## src/rtl/tape_feeder_tx.sv

```systemverilog
// Byte-FIFO-fed 8N1 UART transmitter that streams host bytes onto the PDP8e rx pin,
// with configurable stop bits and an idle gap after every frame.
module tape_feeder_tx #(
  parameter int CLOCK_FREQUENCY = 12_000_000,
  parameter int BAUD_RATE       = 9600,
  parameter int FIFO_AW         = 4,
  parameter int STOP_BITS       = 1,
  parameter int GAP_BITS        = 2
) (
  input  logic        clk,
  input  logic        resetn,
  input  logic        wr_en,
  input  logic [0:7]  wr_data,
  input  logic        tx_enable,
  output logic        full,
  output logic        empty,
  output logic        overflow,
  output logic        busy,
  output logic [0:15] sent_count,
  output logic        tx
);

  localparam int DIV     = CLOCK_FREQUENCY / BAUD_RATE;
  localparam int DEPTH   = 2 ** FIFO_AW;
  localparam int CNT_W   = ($clog2(STOP_BITS * DIV) < 1) ? 1 : $clog2(STOP_BITS * DIV);
  localparam int BIT_LIM = (GAP_BITS > 8) ? GAP_BITS : 8;
  localparam int BIT_W   = $clog2(BIT_LIM);

  localparam logic [CNT_W-1:0]   BAUD_LAST = CNT_W'(DIV - 1);
  localparam logic [BIT_W-1:0]   DATA_LAST = BIT_W'(7);
  localparam logic [BIT_W-1:0]   STOP_LAST = BIT_W'(STOP_BITS - 1);
  localparam logic [BIT_W-1:0]   GAP_LAST  = BIT_W'((GAP_BITS == 0) ? 0 : GAP_BITS - 1);
  localparam logic [FIFO_AW:0]   OCC_FULL  = (FIFO_AW + 1)'(DEPTH);
  localparam logic [FIFO_AW:0]   OCC_ONE   = (FIFO_AW + 1)'(1);

  localparam logic [2:0] S_IDLE  = 3'd0;
  localparam logic [2:0] S_START = 3'd1;
  localparam logic [2:0] S_DATA  = 3'd2;
  localparam logic [2:0] S_STOP  = 3'd3;
  localparam logic [2:0] S_GAP   = 3'd4;

  logic [7:0]         mem [DEPTH];
  logic [FIFO_AW-1:0] wr_ptr, rd_ptr;
  logic [FIFO_AW:0]   occ, occ_n;
  logic               push, pop;

  logic [2:0]         state, state_n;
  logic [CNT_W-1:0]   baud_cnt, baud_n;
  logic [BIT_W-1:0]   bit_idx, bit_n;
  logic [7:0]         shift_reg, shift_n;
  logic [0:15]        sent_n;
  logic               tx_n;
  logic               bit_end;

  assign bit_end = (baud_cnt == BAUD_LAST);

  // NOTE: every variable gets a default at the top of always_comb so no path leaves it unassigned (no latch).
  always_comb begin
    state_n = state;
    baud_n  = baud_cnt;
    bit_n   = bit_idx;
    shift_n = shift_reg;
    sent_n  = sent_count;
    tx_n    = tx;
    pop     = 1'b0;
    case (state)
      S_IDLE: begin
        tx_n = 1'b1;
        if (tx_enable && !empty) begin
          pop     = 1'b1;
          shift_n = mem[rd_ptr];
          state_n = S_START;
          baud_n  = '0;
          tx_n    = 1'b0;
        end
      end
      S_START: begin
        if (bit_end) begin
          state_n = S_DATA;
          baud_n  = '0;
          bit_n   = '0;
          tx_n    = shift_reg[0];
        end else begin
          baud_n = baud_cnt + CNT_W'(1);
        end
      end
      S_DATA: begin
        if (bit_end) begin
          baud_n = '0;
          if (bit_idx == DATA_LAST) begin
            state_n = S_STOP;
            bit_n   = '0;
            tx_n    = 1'b1;
          end else begin
            bit_n   = bit_idx + BIT_W'(1);
            shift_n = shift_reg >> 1;
            tx_n    = shift_reg[1];
          end
        end else begin
          baud_n = baud_cnt + CNT_W'(1);
        end
      end
      S_STOP: begin
        if (bit_end) begin
          baud_n = '0;
          if (bit_idx == STOP_LAST) begin
            sent_n  = sent_count + 16'd1;
            bit_n   = '0;
            state_n = (GAP_BITS == 0) ? S_IDLE : S_GAP;
          end else begin
            bit_n = bit_idx + BIT_W'(1);
          end
        end else begin
          baud_n = baud_cnt + CNT_W'(1);
        end
      end
      S_GAP: begin
        if (bit_end) begin
          baud_n = '0;
          if (bit_idx == GAP_LAST) state_n = S_IDLE;
          else                     bit_n   = bit_idx + BIT_W'(1);
        end else begin
          baud_n = baud_cnt + CNT_W'(1);
        end
      end
      default: begin
        state_n = S_IDLE;
        tx_n    = 1'b1;
      end
    endcase
  end

  // A push at full still lands when the head leaves in the same cycle.
  assign push = wr_en && (!full || pop);

  always_comb begin
    occ_n = occ;
    if (push && !pop)      occ_n = occ + OCC_ONE;
    else if (pop && !push) occ_n = occ - OCC_ONE;
  end

  // NOTE: sequential state uses <= so every register samples pre-edge values regardless of statement order.
  always_ff @(posedge clk or negedge resetn) begin
    if (!resetn) begin
      state      <= S_IDLE;
      baud_cnt   <= '0;
      bit_idx    <= '0;
      shift_reg  <= '0;
      sent_count <= '0;
      tx         <= 1'b1;
      busy       <= 1'b0;
      wr_ptr     <= '0;
      rd_ptr     <= '0;
      occ        <= '0;
      full       <= 1'b0;
      empty      <= 1'b1;
      overflow   <= 1'b0;
    end else begin
      state      <= state_n;
      baud_cnt   <= baud_n;
      bit_idx    <= bit_n;
      shift_reg  <= shift_n;
      sent_count <= sent_n;
      tx         <= tx_n;
      busy       <= (state_n != S_IDLE);
      occ        <= occ_n;
      full       <= (occ_n == OCC_FULL);
      empty      <= (occ_n == '0);
      if (push) wr_ptr <= wr_ptr + FIFO_AW'(1);
      if (pop)  rd_ptr <= rd_ptr + FIFO_AW'(1);
      if (wr_en && !push) overflow <= 1'b1;
    end
  end

  // NOTE: the storage array is deliberately not reset; reset clears the pointers, which makes old contents unreachable.
  always_ff @(posedge clk) begin
    if (push) mem[wr_ptr] <= wr_data;
  end

endmodule
```

## config.mk

```make
export PLATFORM = sky130hd
export DESIGN_NAME = tape_feeder_tx
export DESIGN_NICKNAME = d
export VERILOG_FILES = /design/src/rtl/tape_feeder_tx.sv
export SDC_FILE = /design/constraint.sdc
export NUM_CORES = 1
export LEC_CHECK = 0
export BUFFER_PORTS_ARGS = -buffer_cell sky130_fd_sc_hd__buf_2
export CAP_MARGIN = 20
export CORE_MARGIN = 2
export CORE_UTILIZATION = 35
export CTS_BUF_LIST = sky130_fd_sc_hd__clkbuf_4
export DETAILED_ROUTE_END_ITERATION = 6
export GPL_TIMING_DRIVEN = 0
export SYNTH_ARGS = -nofsm -noshare
export SYNTH_HDL_FRONTEND = slang
export SYNTH_SLANG_ARGS = --single-unit
```

## constraint.sdc

```tcl
create_clock -name clk -period 3.9 [get_ports clk]
set_input_delay 0.78 -clock clk [delete_from_list [all_inputs] [get_ports clk]]
set_output_delay 0.78 -clock clk [all_outputs]
set_load 0.05 [all_outputs]
```

==> flow_metrics.tcl <==
set metrics [dict create \
    status "complete, no violations" \
    combPwrFrac 0.127 \
    post_cts_buffers 0 \
    numCtsBuffers 17 \
    critPathMaxStageDelay_ns 0.71 \
    die_x_um 157 \
    critical_path_class "flip-flop to flip-flop" \
    pin_count 33 \
    p_switching_w 0.00116 \
    cp_data_arrival_time_ns 3.73 \
    cts_resized 0 \
    worst_ir_drop_vdd_v 0.000236 \
    synth_top_area_cell "edfxtp_1" \
    drive_gt1_frac 0.203 \
    cap_violations 0 \
    post-route-min-period_ns 3.41 \
    dpl.hpwl_mm 11.8 \
    drc_errors 0 \
    grt_max_degree 38 \
    drt-initial-drc-count 352 \
    num_vias 4855 \
    clk_path_buf_depth 2 \
    cell_internal_pwr_w 0.00278 \
    largest_register_ffs 128 \
    grt_first_pass_wirelength_mm 26.8 \
    syn_to_final_growth_pct 10.8 \
    avgViaCountPerCell 5.14 \
    crit_path_max_fanout 9 \
    reg2reg_slack_ns 0.49 \
    end_kind "flip-flop" \
    synth.area.top_cells "edfxtp_1, dfrtp_1, mux4_2" \
    seqPwrFrac 0.610 \
    clockPowerShare 0.263 \
    slew_headroom 0.296 \
    grt_pass1_vias 5027 \
    path_cells "clkbuf_1 > nor4b_2 > nand2_2 > a21oi_2 > nand2_1 > nor3_1 > buf_4" \
    hold_buffers 0 \
    worst_path_max_delay_cell "nor4b_2" \
    ant_nets 0 \
    synth_area_um2 8180 \
    ys_seq_elements 187 \
    synth_top_cell_area_share 0.470 \
    synthArstFlopShare 0.316 \
    synth.most_common_cell "edfxtp_1" \
    synth.net_count 588 \
    hold_path_class "input port to asynchronous set/reset pin" \
    fmax_mhz 293 \
    gp_congestion 0.810 \
    start_util 0.359 \
    switching_share 0.295 \
    cts.sinks 187 \
    ff2ff_path_depth 7 \
    ys.flop_type "edfxtp_1" \
    place_ws_ns 0.148 \
    final_net_count 644 \
    path_clk_slew_ns 0.16 \
    grt_overflow_total 0 \
    netlist_top_cells_count "edfxtp_1, dfrtp_1, nor2_1, mux4_2, a21oi_1" \
    cp.required_ns 4.22 \
    yosysSeqAreaShare 0.651 \
    ys_warn_count 0 \
    p_per_area_nw_per_um2 435 \
    row_count 55 \
    start_kind "flip-flop" \
    setup_slack_ns 0.489 \
    syn-instance-count 562 \
    final_max_slew_viol_count 0 \
    finalHoldViolCount 0 \
    tightest_slew_ns 1.05 \
    routed_wl_mm 16.9 \
    die_area_um2 24600 \
    p_leak_nw 3.23 \
    top_register "mem" \
    rsz0062_at_grt "false" \
    core_um2 22800 \
    grt_antenna_before_repair 1 \
    fin_skew_ns 0.0245 \
    avgRoutedWirePerCell_um 17.9 \
    htree_levels 4 \
    root_buffer "clkbuf_4" \
    synth_cell_type_count 64 \
    portBuffers 32 \
    hold_slack_ns 0.188 \
    grtUsageTotal 0.144 \
    reg_top3 "mem (128), sent_count (16), baud_cnt (11)" \
    tritoncts "built" \
    min_period_over_period 0.875 \
    first_pass_iters 5 \
    avgSynthCellArea_um2 14.5 \
    synth_edf_count 128 \
    clk_latency_ns 0.58 \
    setup-violations-final 0 \
    die_height_um 157 \
]
## worst max-delay path, delay by kind of cell (launching register included)
family	cells	cell delay [ns]
simple gates	4	1.82
flops	1	0.39
compound gates	1	0.50
buf+inv	2	0.44
## worst paths after layout
path | endpoint | startpoint
min reg2reg | sent_count[0]$_DFFE_PN0P_ | sent_count[0]$_DFFE_PN0P_
max in group asynchronous | tx$_DFFE_PN1P_ | resetn
max | mem[6][3]$_DFFE_PP_ | state[0]$_DFF_PN0_
max reg2reg | mem[6][3]$_DFFE_PP_ | state[0]$_DFF_PN0_
min in group clk | sent_count[0]$_DFFE_PN0P_ | sent_count[0]$_DFFE_PN0P_
min | sent_count[3]$_DFFE_PN0P_ | resetn
## per-stage QoR
| stage | area, um2 | TNS [ns] | util | cells | total power [W] |
|---|---|---|---|---|---|
| 3_3_place_gp | 8730 | -1.32 | 0.383 | 907 | 0.00291 |
| 6_report | 9060 | 0 | 0.398 | 945 | 0.00394 |
| 4_1_cts | 9060 | 0 | 0.398 | 944 | 0.00398 |
| 2_1_floorplan | 8180 | 0 | - | 562 | 0.00275 |
| 5_1_grt | 9060 | 0 | 0.398 | 945 | 0.00412 |
| 3_5_place_dp | 8780 | 0 | 0.385 | 912 | 0.00296 |
## layout by cell type, fill, tap and decap left out, types with 3 or more instances in the layout
cell / synthesis / layout
o21ai_0: 11 / 11
nor3b_1: 3 / 3
o22ai_1: 12 / 12
o211a_1: 3 / 3
clkbuf_1: 16 / 16
dfrtp_1: 57 / 57
nand2_1: 17 / 17
mux4_2: 34 / 34
inv_8: 0 / 6
or3_1: 3 / 3
xor2_1: 16 / 16
a211oi_1: 5 / 5
nor2_1: 41 / 41
xnor2_1: 16 / 16
edfxtp_1: 128 / 128
nor3_1: 23 / 23
nand4_1: 14 / 14
clkbuf_4: 0 / 17
ha_1: 14 / 14
nand3_1: 20 / 20
a21oi_1: 25 / 25
inv_1: 20 / 20
buf_2: 4 / 36
nand2b_1: 9 / 9
and2_1: 10 / 10
and3_1: 10 / 10
buf_4: 2 / 6
## logic make-up after synthesis
group / count (synthesis) / synth area share
AO/OA/AOI/OAI: 76 / 0.0606
buffers and inverters: 47 / 0.0249
multiplexers: 35 / 0.0950
flip-flops: 187 / 0.651
AND/OR/NAND/NOR: 171 / 0.113
XOR/XNOR: 32 / 0.0343
adder cells (fa/ha/maj): 14 / 0.0214
## cell type report
| class | instances | area (um2) |
|---|---|---|
| Timing Repair Buffer | 37 | 210 |
| Clock inverter | 15 | 150 |
| Sequential cell | 187 | 5320 |
| Tap cell | 313 | 392 |
| Multi-Input combinational cell | 328 | 2650 |
| Antenna cell | 1 | 2.50 |
| Inverter | 21 | 78.8 |
| Fill cell | 2104 | 13700 |
| Buffer | 26 | 125 |
| Clock buffer | 17 | 128 |
## power groups by stage
stage	Clock [W]	Combinational (W)	Sequential, W
floorplan	0	0.000302	0.00245
global placement	0	0.000480	0.00243
detailed placement	0	0.000510	0.00245
CTS	0.00107	0.000512	0.00240
global route	0.00115	0.000552	0.00242
finish	0.00104	0.000500	0.00240
## per-layer routing
| layer | global-route usage | wire length, um | vias up | share of wire |
|---|---|---|---|---|
| met4 | 0.0306 | 104 | 0 | 0.0062 |
| met5 | 0 | 0 | - | 0 |
| met1 | 0.188 | 7530 | 2461 | 0.45 |
| met2 | 0.246 | 8410 | 128 | 0.50 |
| met3 | 0.0324 | 841 | 15 | 0.050 |
| li1 | - | - | 2251 | - |
No activity file was read; power rests on OpenSTA's default activity.
